[src/rtl/axi_read_intf.sv]
`timescale 1ns/1ps
// AXI4 read-channel subordinate: one AR burst at a time, FIXED/INCR/WRAP address
// generation, 1-cycle-latency SRAM reads and a 2-entry R buffer for RREADY stalls.
module axi_read_intf #(
  parameter int unsigned ARID_WIDTH   = 4,
  parameter int unsigned ARADDR_WIDTH = 11,
  parameter int unsigned RDATA_WIDTH  = 32,
  parameter int unsigned MEM_AW       = ARADDR_WIDTH - $clog2(RDATA_WIDTH / 8)
) (
  input  logic                    clk,
  input  logic                    rst,
  input  logic [ARID_WIDTH-1:0]   ARID,
  input  logic [ARADDR_WIDTH-1:0] ARADDR,
  input  logic [7:0]              ARLEN,
  input  logic [2:0]              ARSIZE,
  input  logic [1:0]              ARBURST,
  input  logic                    ARVALID,
  output logic                    ARREADY,
  output logic [ARID_WIDTH-1:0]   RID,
  output logic [RDATA_WIDTH-1:0]  RDATA,
  output logic [1:0]              RRESP,
  output logic                    RLAST,
  output logic                    RVALID,
  input  logic                    RREADY,
  output logic                    mem_rd_en,
  output logic [MEM_AW-1:0]       mem_rd_addr,
  input  logic [RDATA_WIDTH-1:0]  mem_rd_data
);

  localparam int unsigned NB    = RDATA_WIDTH / 8;
  localparam int unsigned NB_LG = $clog2(NB);
  localparam int unsigned AW    = ARADDR_WIDTH;
  localparam int unsigned CW    = 9;

  typedef enum logic {IDLE, BURST} state_e;

  state_e                 state_q;
  logic                   arready_q;
  logic [ARID_WIDTH-1:0]  id_q;
  logic [AW-1:0]          addr_q;
  logic [7:0]             len_q;
  logic [2:0]             size_q;
  logic [1:0]             burst_q;
  logic                   err_q;
  logic [CW-1:0]          issue_cnt_q;
  logic [CW-1:0]          ret_cnt_q;
  logic                   inflight_q;
  logic [RDATA_WIDTH-1:0] fifo_q [2];
  logic                   wr_ptr_q;
  logic                   rd_ptr_q;
  logic [1:0]             count_q;

  logic                   ar_hs;
  logic                   req_err;
  logic [AW-1:0]          step;
  logic [AW-1:0]          len_bytes;
  logic [AW-1:0]          wrap_mask;
  logic [AW-1:0]          addr_d;
  logic                   fifo_empty;
  logic                   rvalid;
  logic                   r_hs;
  logic                   fifo_pop;
  logic                   push_mem;
  logic                   push_err;
  logic                   push;
  logic                   issue;
  logic [1:0]             occ;
  logic [RDATA_WIDTH-1:0] push_data;

  assign ar_hs = arready_q && ARVALID;

  // Request legality, evaluated on the incoming AR fields at capture
  always_comb begin
    req_err = 1'b0;
    if (ARSIZE > 3'(NB_LG)) req_err = 1'b1;
    if (ARBURST == 2'b11) req_err = 1'b1;
    if (ARBURST == 2'b10) begin
      if (!(ARLEN == 8'd1 || ARLEN == 8'd3 || ARLEN == 8'd7 || ARLEN == 8'd15)) req_err = 1'b1;
      if ((ARADDR & ((AW'(1) << ARSIZE) - AW'(1))) != '0) req_err = 1'b1;
    end
  end

  // Next beat address
  always_comb begin
    step      = AW'(1) << size_q;
    len_bytes = (AW'(len_q) + AW'(1)) << size_q;
    wrap_mask = len_bytes - AW'(1);
    addr_d    = addr_q + step;
    case (burst_q)
      2'b00:   addr_d = addr_q;
      2'b10:   addr_d = (addr_q & ~wrap_mask) | ((addr_q + step) & wrap_mask);
      default: addr_d = addr_q + step;
    endcase
  end

  // An in-flight read is presented directly when the buffer is empty, so the
  // first beat is visible in the cycle the memory returns it.
  assign fifo_empty = (count_q == 2'd0);
  assign rvalid     = !fifo_empty || inflight_q;
  assign r_hs       = rvalid && RREADY;
  assign fifo_pop   = !fifo_empty && RREADY;
  assign push_mem   = inflight_q && !(fifo_empty && RREADY);
  assign occ        = count_q + 2'(inflight_q);
  assign issue      = (state_q == BURST) && !err_q && (issue_cnt_q != '0) && (occ < 2'd2);
  assign push_err   = (state_q == BURST) && err_q && (issue_cnt_q != '0) && (count_q < 2'd2);
  assign push       = push_mem || push_err;
  assign push_data  = push_mem ? mem_rd_data : '0;

  assign ARREADY     = arready_q;
  assign RVALID      = rvalid;
  assign RID         = id_q;
  assign RDATA       = !fifo_empty ? fifo_q[rd_ptr_q] : (inflight_q ? mem_rd_data : '0);
  assign RRESP       = (rvalid && err_q) ? 2'b10 : 2'b00;
  assign RLAST       = rvalid && (ret_cnt_q == CW'(1));
  assign mem_rd_en   = issue;
  assign mem_rd_addr = addr_q[AW-1:NB_LG];

  always_ff @(posedge clk or posedge rst) begin
    if (rst) begin
      state_q     <= IDLE;
      arready_q   <= 1'b0;
      id_q        <= '0;
      addr_q      <= '0;
      len_q       <= '0;
      size_q      <= '0;
      burst_q     <= '0;
      err_q       <= 1'b0;
      issue_cnt_q <= '0;
      ret_cnt_q   <= '0;
      inflight_q  <= 1'b0;
      wr_ptr_q    <= 1'b0;
      rd_ptr_q    <= 1'b0;
      count_q     <= '0;
    end else begin
      case (state_q)
        IDLE: begin
          arready_q <= 1'b1;
          if (ar_hs) begin
            arready_q   <= 1'b0;
            state_q     <= BURST;
            id_q        <= ARID;
            addr_q      <= ARADDR;
            len_q       <= ARLEN;
            size_q      <= ARSIZE;
            burst_q     <= ARBURST;
            err_q       <= req_err;
            issue_cnt_q <= CW'(ARLEN) + CW'(1);
            ret_cnt_q   <= CW'(ARLEN) + CW'(1);
          end
        end
        BURST: begin
          if (issue || push_err) issue_cnt_q <= issue_cnt_q - CW'(1);
          if (issue) addr_q <= addr_d;
          if (r_hs) begin
            ret_cnt_q <= ret_cnt_q - CW'(1);
            if (ret_cnt_q == CW'(1)) begin
              state_q   <= IDLE;
              arready_q <= 1'b1;
            end
          end
        end
      endcase
      inflight_q <= issue;
      if (push) wr_ptr_q <= ~wr_ptr_q;
      if (fifo_pop) rd_ptr_q <= ~rd_ptr_q;
      count_q <= count_q + 2'(push) - 2'(fifo_pop);
    end
  end

  always_ff @(posedge clk) begin
    if (push) fifo_q[wr_ptr_q] <= push_data;
  end

endmodule

[config.mk]
export PLATFORM = sky130hd
export DESIGN_NAME = axi_read_intf
export DESIGN_NICKNAME = d
export VERILOG_FILES = /design/src/rtl/axi_read_intf.sv
export SDC_FILE = /design/constraint.sdc
export NUM_CORES = 1
export LEC_CHECK = 0
export ABC_AREA = 1
export BUFFER_PORTS_ARGS = -buffer_cell sky130_fd_sc_hd__buf_2
export CAP_MARGIN = 5
export CORE_MARGIN = 4
export CORE_UTILIZATION = 25
export DETAILED_ROUTE_END_ITERATION = 10
export MAX_ROUTING_LAYER = met4
export PLACE_DENSITY = 0.48
export REMOVE_ABC_BUFFERS = 1
export SKIP_CTS_REPAIR_TIMING = 1
export SYNTH_ARGS = -nofsm -noshare
export SYNTH_HDL_FRONTEND = slang
export SYNTH_SLANG_ARGS = --single-unit
export TNS_END_PERCENT = 10
[constraint.sdc]
create_clock -name clk -period 3.8 [get_ports clk]
set_clock_uncertainty 0.1 [all_clocks]
set_input_delay 0.57 -clock clk [delete_from_list [all_inputs] [get_ports clk]]
set_output_delay 0.57 -clock clk [all_outputs]
set_load 0.02 [all_outputs]
## After elaboration in Yosys (flattened, before gate mapping)

Memory sizes are Yosys's and may differ from the RTL's.
Cells that the tools add are included.

| storage, ports and cells | value |
|---|---|
| bits in writable memories | 64 |
| output and inout port bits | 51 |
| register bits after elaboration | 54 |
| word-level logic and storage cells | 112 |
| input port bits | 64 |
| memories kept | 1 |

| operators by class | value |
|---|---|
| bitwise operators | 8 |
| reduce and logical (&&, ||, !) cells | 31 |
| eq/ne operators | 14 |
| add/subtract/negate cells | 10 |
| $lt $le $gt $ge | 3 |
| multiplexer cells | 28 |
| shift-type cells | 3 |

Memory list:

| memory | words | width | read ports | clocked after memory_dff | write ports | RTL line | source |
|---|---|---|---|---|---|---|---|
| fifo_q | 2 | 32 | 1 | 0 | 1 | 48 | `logic [RDATA_WIDTH-1:0] fifo_q [2];` |

Operator list:

| kind | number |
|---|---|
| $mux W32 | 3 |
| $pmux W11 S2 | 2 |
| $pmux W9 S2 | 2 |
| $and A11 B11 Y11 | 3 |
| $mux W9 | 3 |
| $mux W11 | 2 |
| $shl A1 B3 Y11 const A | 2 |
| $sub A11 B1 Y11 const B | 2 |
| $add A8 B1 Y9 const B | 2 |
| $sub A9 B1 Y9 const B | 2 |
| $logic_and A1 B1 Y1 | 13 |
| $mux W1 | 13 |
| $add A11 B11 Y11 | 1 |
| $not A11 Y11 | 1 |
| $or A11 B11 Y11 | 1 |
| $reduce_bool A11 Y1 | 1 |
| $shl A9 B3 Y11 | 1 |
| $eq A9 B1 Y1 const B | 1 |
| $reduce_bool A9 Y1 | 1 |
| $eq A8 B1 Y1 const B | 1 |
| $eq A8 B2 Y1 const B | 1 |
| $eq A8 B3 Y1 const B | 1 |
| $eq A8 B4 Y1 const B | 1 |
| $ne A2 B1 Y1 const B | 4 |
| 14 further kinds | 33 |

## Longest topological paths before layout

| logic depth | value |
|---|---|
| depth after elaboration | 9 |
| gate-level depth with buffers | 19 |
| mapped depth without buffers | 19 |

## Worst setup path before layout

No wires, ideal clock.

| path | value |
|---|---|
| path type | reg-to-reg |
| from | reg issue_cnt_q[0] |
| to | mem fifo_q[1][0] (enable) |
| data required time | 3277 ps |
| library setup time | 423 ps |
| cell stages (with the launch flop) | 12 |
| setup slack | 527 ps |
| period minus slack after synthesis | 3273 ps |
| arrival time | 2751 ps |
| cell sequence | dfrtp_1 > inv_1 > ha_1 > inv_1 > nor2_1 > nand2_1 > nor3_2 > nand3_1 > nor2_1 > nor4_1 > nor2_1 > nor2_1 |

| between the ends | value |
|---|---|
| longest elaborated chain between the ends | 6 |

RTL lines:

| item | RTL line | source |
|---|---|---|
| from (decl) | 45 | `logic [CW-1:0] issue_cnt_q;` |
| from (signal assigned) | 147 | `issue_cnt_q <= CW'(ARLEN) + CW'(1);` |
| from (signal assigned) | 152 | `if (issue \|\| push_err) issue_cnt_q <= issue_cnt_q - CW'(1);` |
| $reduce_bool A9 Y1 | 105 | `assign push_err = (state_q == BURST) && err_q && (issue_cnt_q != '0) && (count_q < 2'd2);` |
| $logic_and A1 B1 Y1 (2 in a row) | 105 |  |
| $logic_or A1 B1 Y1 | 106 | `assign push = push_mem \|\| push_err;` |
| $mux W1 | 171 | `if (push) fifo_q[wr_ptr_q] <= push_data;` |
| $mux W1 (implied by the code) | 171 |  |
| to (decl) | 48 |  |

No other way between the ends.

==> impl_metrics.ini <==
[worst_setup_path]
cpLargestDelayFamily = compound AO/OA/AOI/OAI gates
critPathCaptureType = register
critPathBufInv = 1
crit_chain = inv_1, nand2_1, nor2_1, ha_1, nand2_1, a21oi_1, a211oi_1, nor2_1, o21ai_0, nand2_1, nand2_1, nand3_1, o21ai_0, o21ai_1
crit_top_cell = nand2_1
critPathLaunchType = register
slowest_stage = dfrtp_1
critPathMaxFanout = 19
cp_slowest_stage_delay_ns = 0.70
timing_worst_setup_path_type = reg -> reg
critPathArrivalTime_ns = 3.23
required_ns = 4.02

[floorplanning]
pin_count = 115
placementRows = 61
core_area_mm2 = 0.0281
dieHeight_um = 177
start_util = 0.255
die_area_mm2 = 0.0315
die_x_um = 177

[placement]
io_buffers = 113
post-dp-hpwl_mm = 13.7
numPlacedInstances = 1327
place_ws_ns = 0.790
place_area_mm2 = 0.00809
gp_congestion = 0.842

[finish]
nets = 1050
fin_area_mm2 = 0.00870
final_cells = 1359
num_antenna_cells = 0
drive_gt1_frac = 0.206
areaGrowthSynthToFinish_pct = 21.2

[clock_network]
cts_buffers = 17
cts_buffer_depth = 2
htree_levels = 4
clkSinkCount = 118
clock_latency_ns = 0.43
clkTransAtPathRegs_ns = 0.07
cts_tree = done
cts-root-buf = clkbuf_16

[grt]
grt_pass1_wl_mm = 30.3
grt_pass1_vias = 5777
grt_antenna_before_repair = 0
grt_max_degree = 57
gr-total-overflow = 0
track_usage = 0.124

[power_and_ir_drop]
p_int_mw = 4.36
p_comb_frac = 0.494
p_per_area_mw_per_mm2 = 932
sw_frac_of_total = 0.463
p_sw_mw = 3.75
clockPowerShare = 0.206
peakVddDrop_mv = 0.322
leakagePower_nw = 4.02
pwr-share-seq = 0.299

[sta]
relSlewSlack = 0.278
worst_slack_ns = 0.793
holdWs_ns = 0.241
rsz0062_at_grt = false
period_needed_ns = 3.01
fmax_ghz = 0.333
setup_viol = 0
fin_setup_tns_ns = 0
hold_viol = 0
slew_viol_final = 0
tightest_slew_ns = 1.08
period_share = 0.791

[detailed_routing]
drt_pass1_iterations = 5
post_drt_via_cell_ratio = 4.46
wl_per_cell_um = 13.9
drt-total-wl_mm = 18.8
initialDrtViolationCount = 370
drc = 0
via_count = 6059
ant_nets = 0

[yosys]
syn_area_mm2 = 0.00718
ys_ff_latch = 118
synth.lib_cells_used.distinct = 51
synth-async-reset-ratio = 0.458
ys.warnings.count = 0
synth_flop_cell = edfxtp_1
synth_enable_flop_cells = 64
syn-instance-count = 872
synth_seq_area_share = 0.456
syn_avg_cell_area_um2 = 8.23

[outcome]
status = complete, no violations

[min_path]
min_path_type = in -> reg

[job]
drv_cap = 0
## final cells by class
class	instances	area, µm²
fillers	3080	19400
flip-flops and latches	118	3270
multi-input cells	594	3270
repair buffers	124	648
well taps	378	473
clock buffers	17	425
inverters	113	424
clock inverters	15	185
## cell families after synthesis
group / synth area share
adder cells (fa/ha/maj): 0.0324
XOR/XNOR: 0.0171
flip-flops: 0.456
AND/OR/NAND/NOR: 0.244
AO/OA/AOI/OAI: 0.110
multiplexers: 0.0492
buffers and inverters: 0.0907
other: 0.000523
## flip-flops by register name, indices dropped and copies added, names as in the netlist, named ones only
register and flops:
count_q 2, rd_ptr_q 1, RID 4, inflight_q 1, ARREADY 1, state_q 1
size_q 3, err_q 1, wr_ptr_q 1, fifo_q 64, issue_cnt_q 9, len_q 8
ret_cnt_q 9, burst_q 2
## Yosys cell counts, types with 2 or more instances
master	instances	area share
nor2_1	89	0.047
nor2_4	3	0.0047
a22o_1	2	0.0024
nor2_2	7	0.0061
o31ai_1	3	0.0031
dfrtp_1	54	0.19
o21ai_0	86	0.060
buf_4	10	0.010
o21ai_1	11	0.0077
nand2_4	2	0.0031
a31oi_1	12	0.010
inv_1	107	0.056
nand2_2	8	0.0070
buf_1	3	0.0016
edfxtp_1	64	0.27
nand4_1	6	0.0052
inv_2	5	0.0026
nor4_1	2	0.0017
buf_2	9	0.0063
mux2i_1	33	0.046
xnor2_1	6	0.0073
nand3_1	99	0.069
ha_1	17	0.030
nor3_1	8	0.0056
nand2_1	143	0.075
clkbuf_1	24	0.013
a21oi_1	20	0.014
nand3_2	9	0.013
xor2_1	8	0.0098
## power groups by stage
stage	registers, mW	logic [mW]	clock network (mW)
after detailed placement	2.45	4.05	0
after global placement	2.44	4.03	0
after global routing	2.50	4.54	1.78
after CTS	2.43	4.07	1.72
after floorplan	2.49	2.78	0
final	2.43	4.01	1.67
## metal layers
| layer | global-route usage | routed length, µm | vias up |
|---|---|---|---|
| met1 | 0.169 | 9340 | 2770 |
| met2 | 0.189 | 8190 | 157 |
| met5 | - | 0 | - |
| met3 | 0.0258 | 1010 | 20 |
| li1 | - | - | 3112 |
| met4 | 0.0348 | 297 | 0 |
## stage by stage
stage,power [mW],util
finish,8.11,0.310
global route,8.82,0.310
CTS,8.22,0.310
detailed placement,6.51,0.288
floorplan,5.27,-
global placement,6.47,0.288
## final timing paths
path                                        from                     to  slack [ns]  depth (start not counted)
hold reg to reg               RID[1]$_DFFE_PP0P_     RID[1]$_DFFE_PP0P_        0.38                          2
hold / removal                           ARID[0]     RID[0]$_DFFE_PP0P_        0.24                          3
min in group asynchronous                    rst  size_q[1]$_DFFE_PP0P_        0.32                          2
max in group asynchronous                    rst   rd_ptr_q$_DFFE_PP0P_        2.55                          2
setup / recovery           size_q[0]$_DFFE_PP0P_               register        0.79                         14
setup reg to reg           size_q[0]$_DFFE_PP0P_               register        0.79                         14
## cell usage in the layout (no fill, tap or decap), drive strengths merged, types with 3 or more instances in the layout
cell	synthesis	routed
xor2	8	8
nor3	9	9
mux2i	33	33
o31ai	3	3
clkinv	1	4
nand3	108	108
clkbuf	25	17
edfxtp	64	64
dfrtp	54	54
nor2	99	99
a21oi	21	21
o21ai	98	98
nand2	153	153
nand4	6	6
ha	17	17
xnor2	6	6
buf	22	124
a31oi	12	12
inv	112	121
## worst min-delay path: cells and delay by family
family                 cells  cell delay [ns]
buffers and inverters      1             0.07
and+or+nand+nor            2             0.08
(Power assumes the default switching activity.)
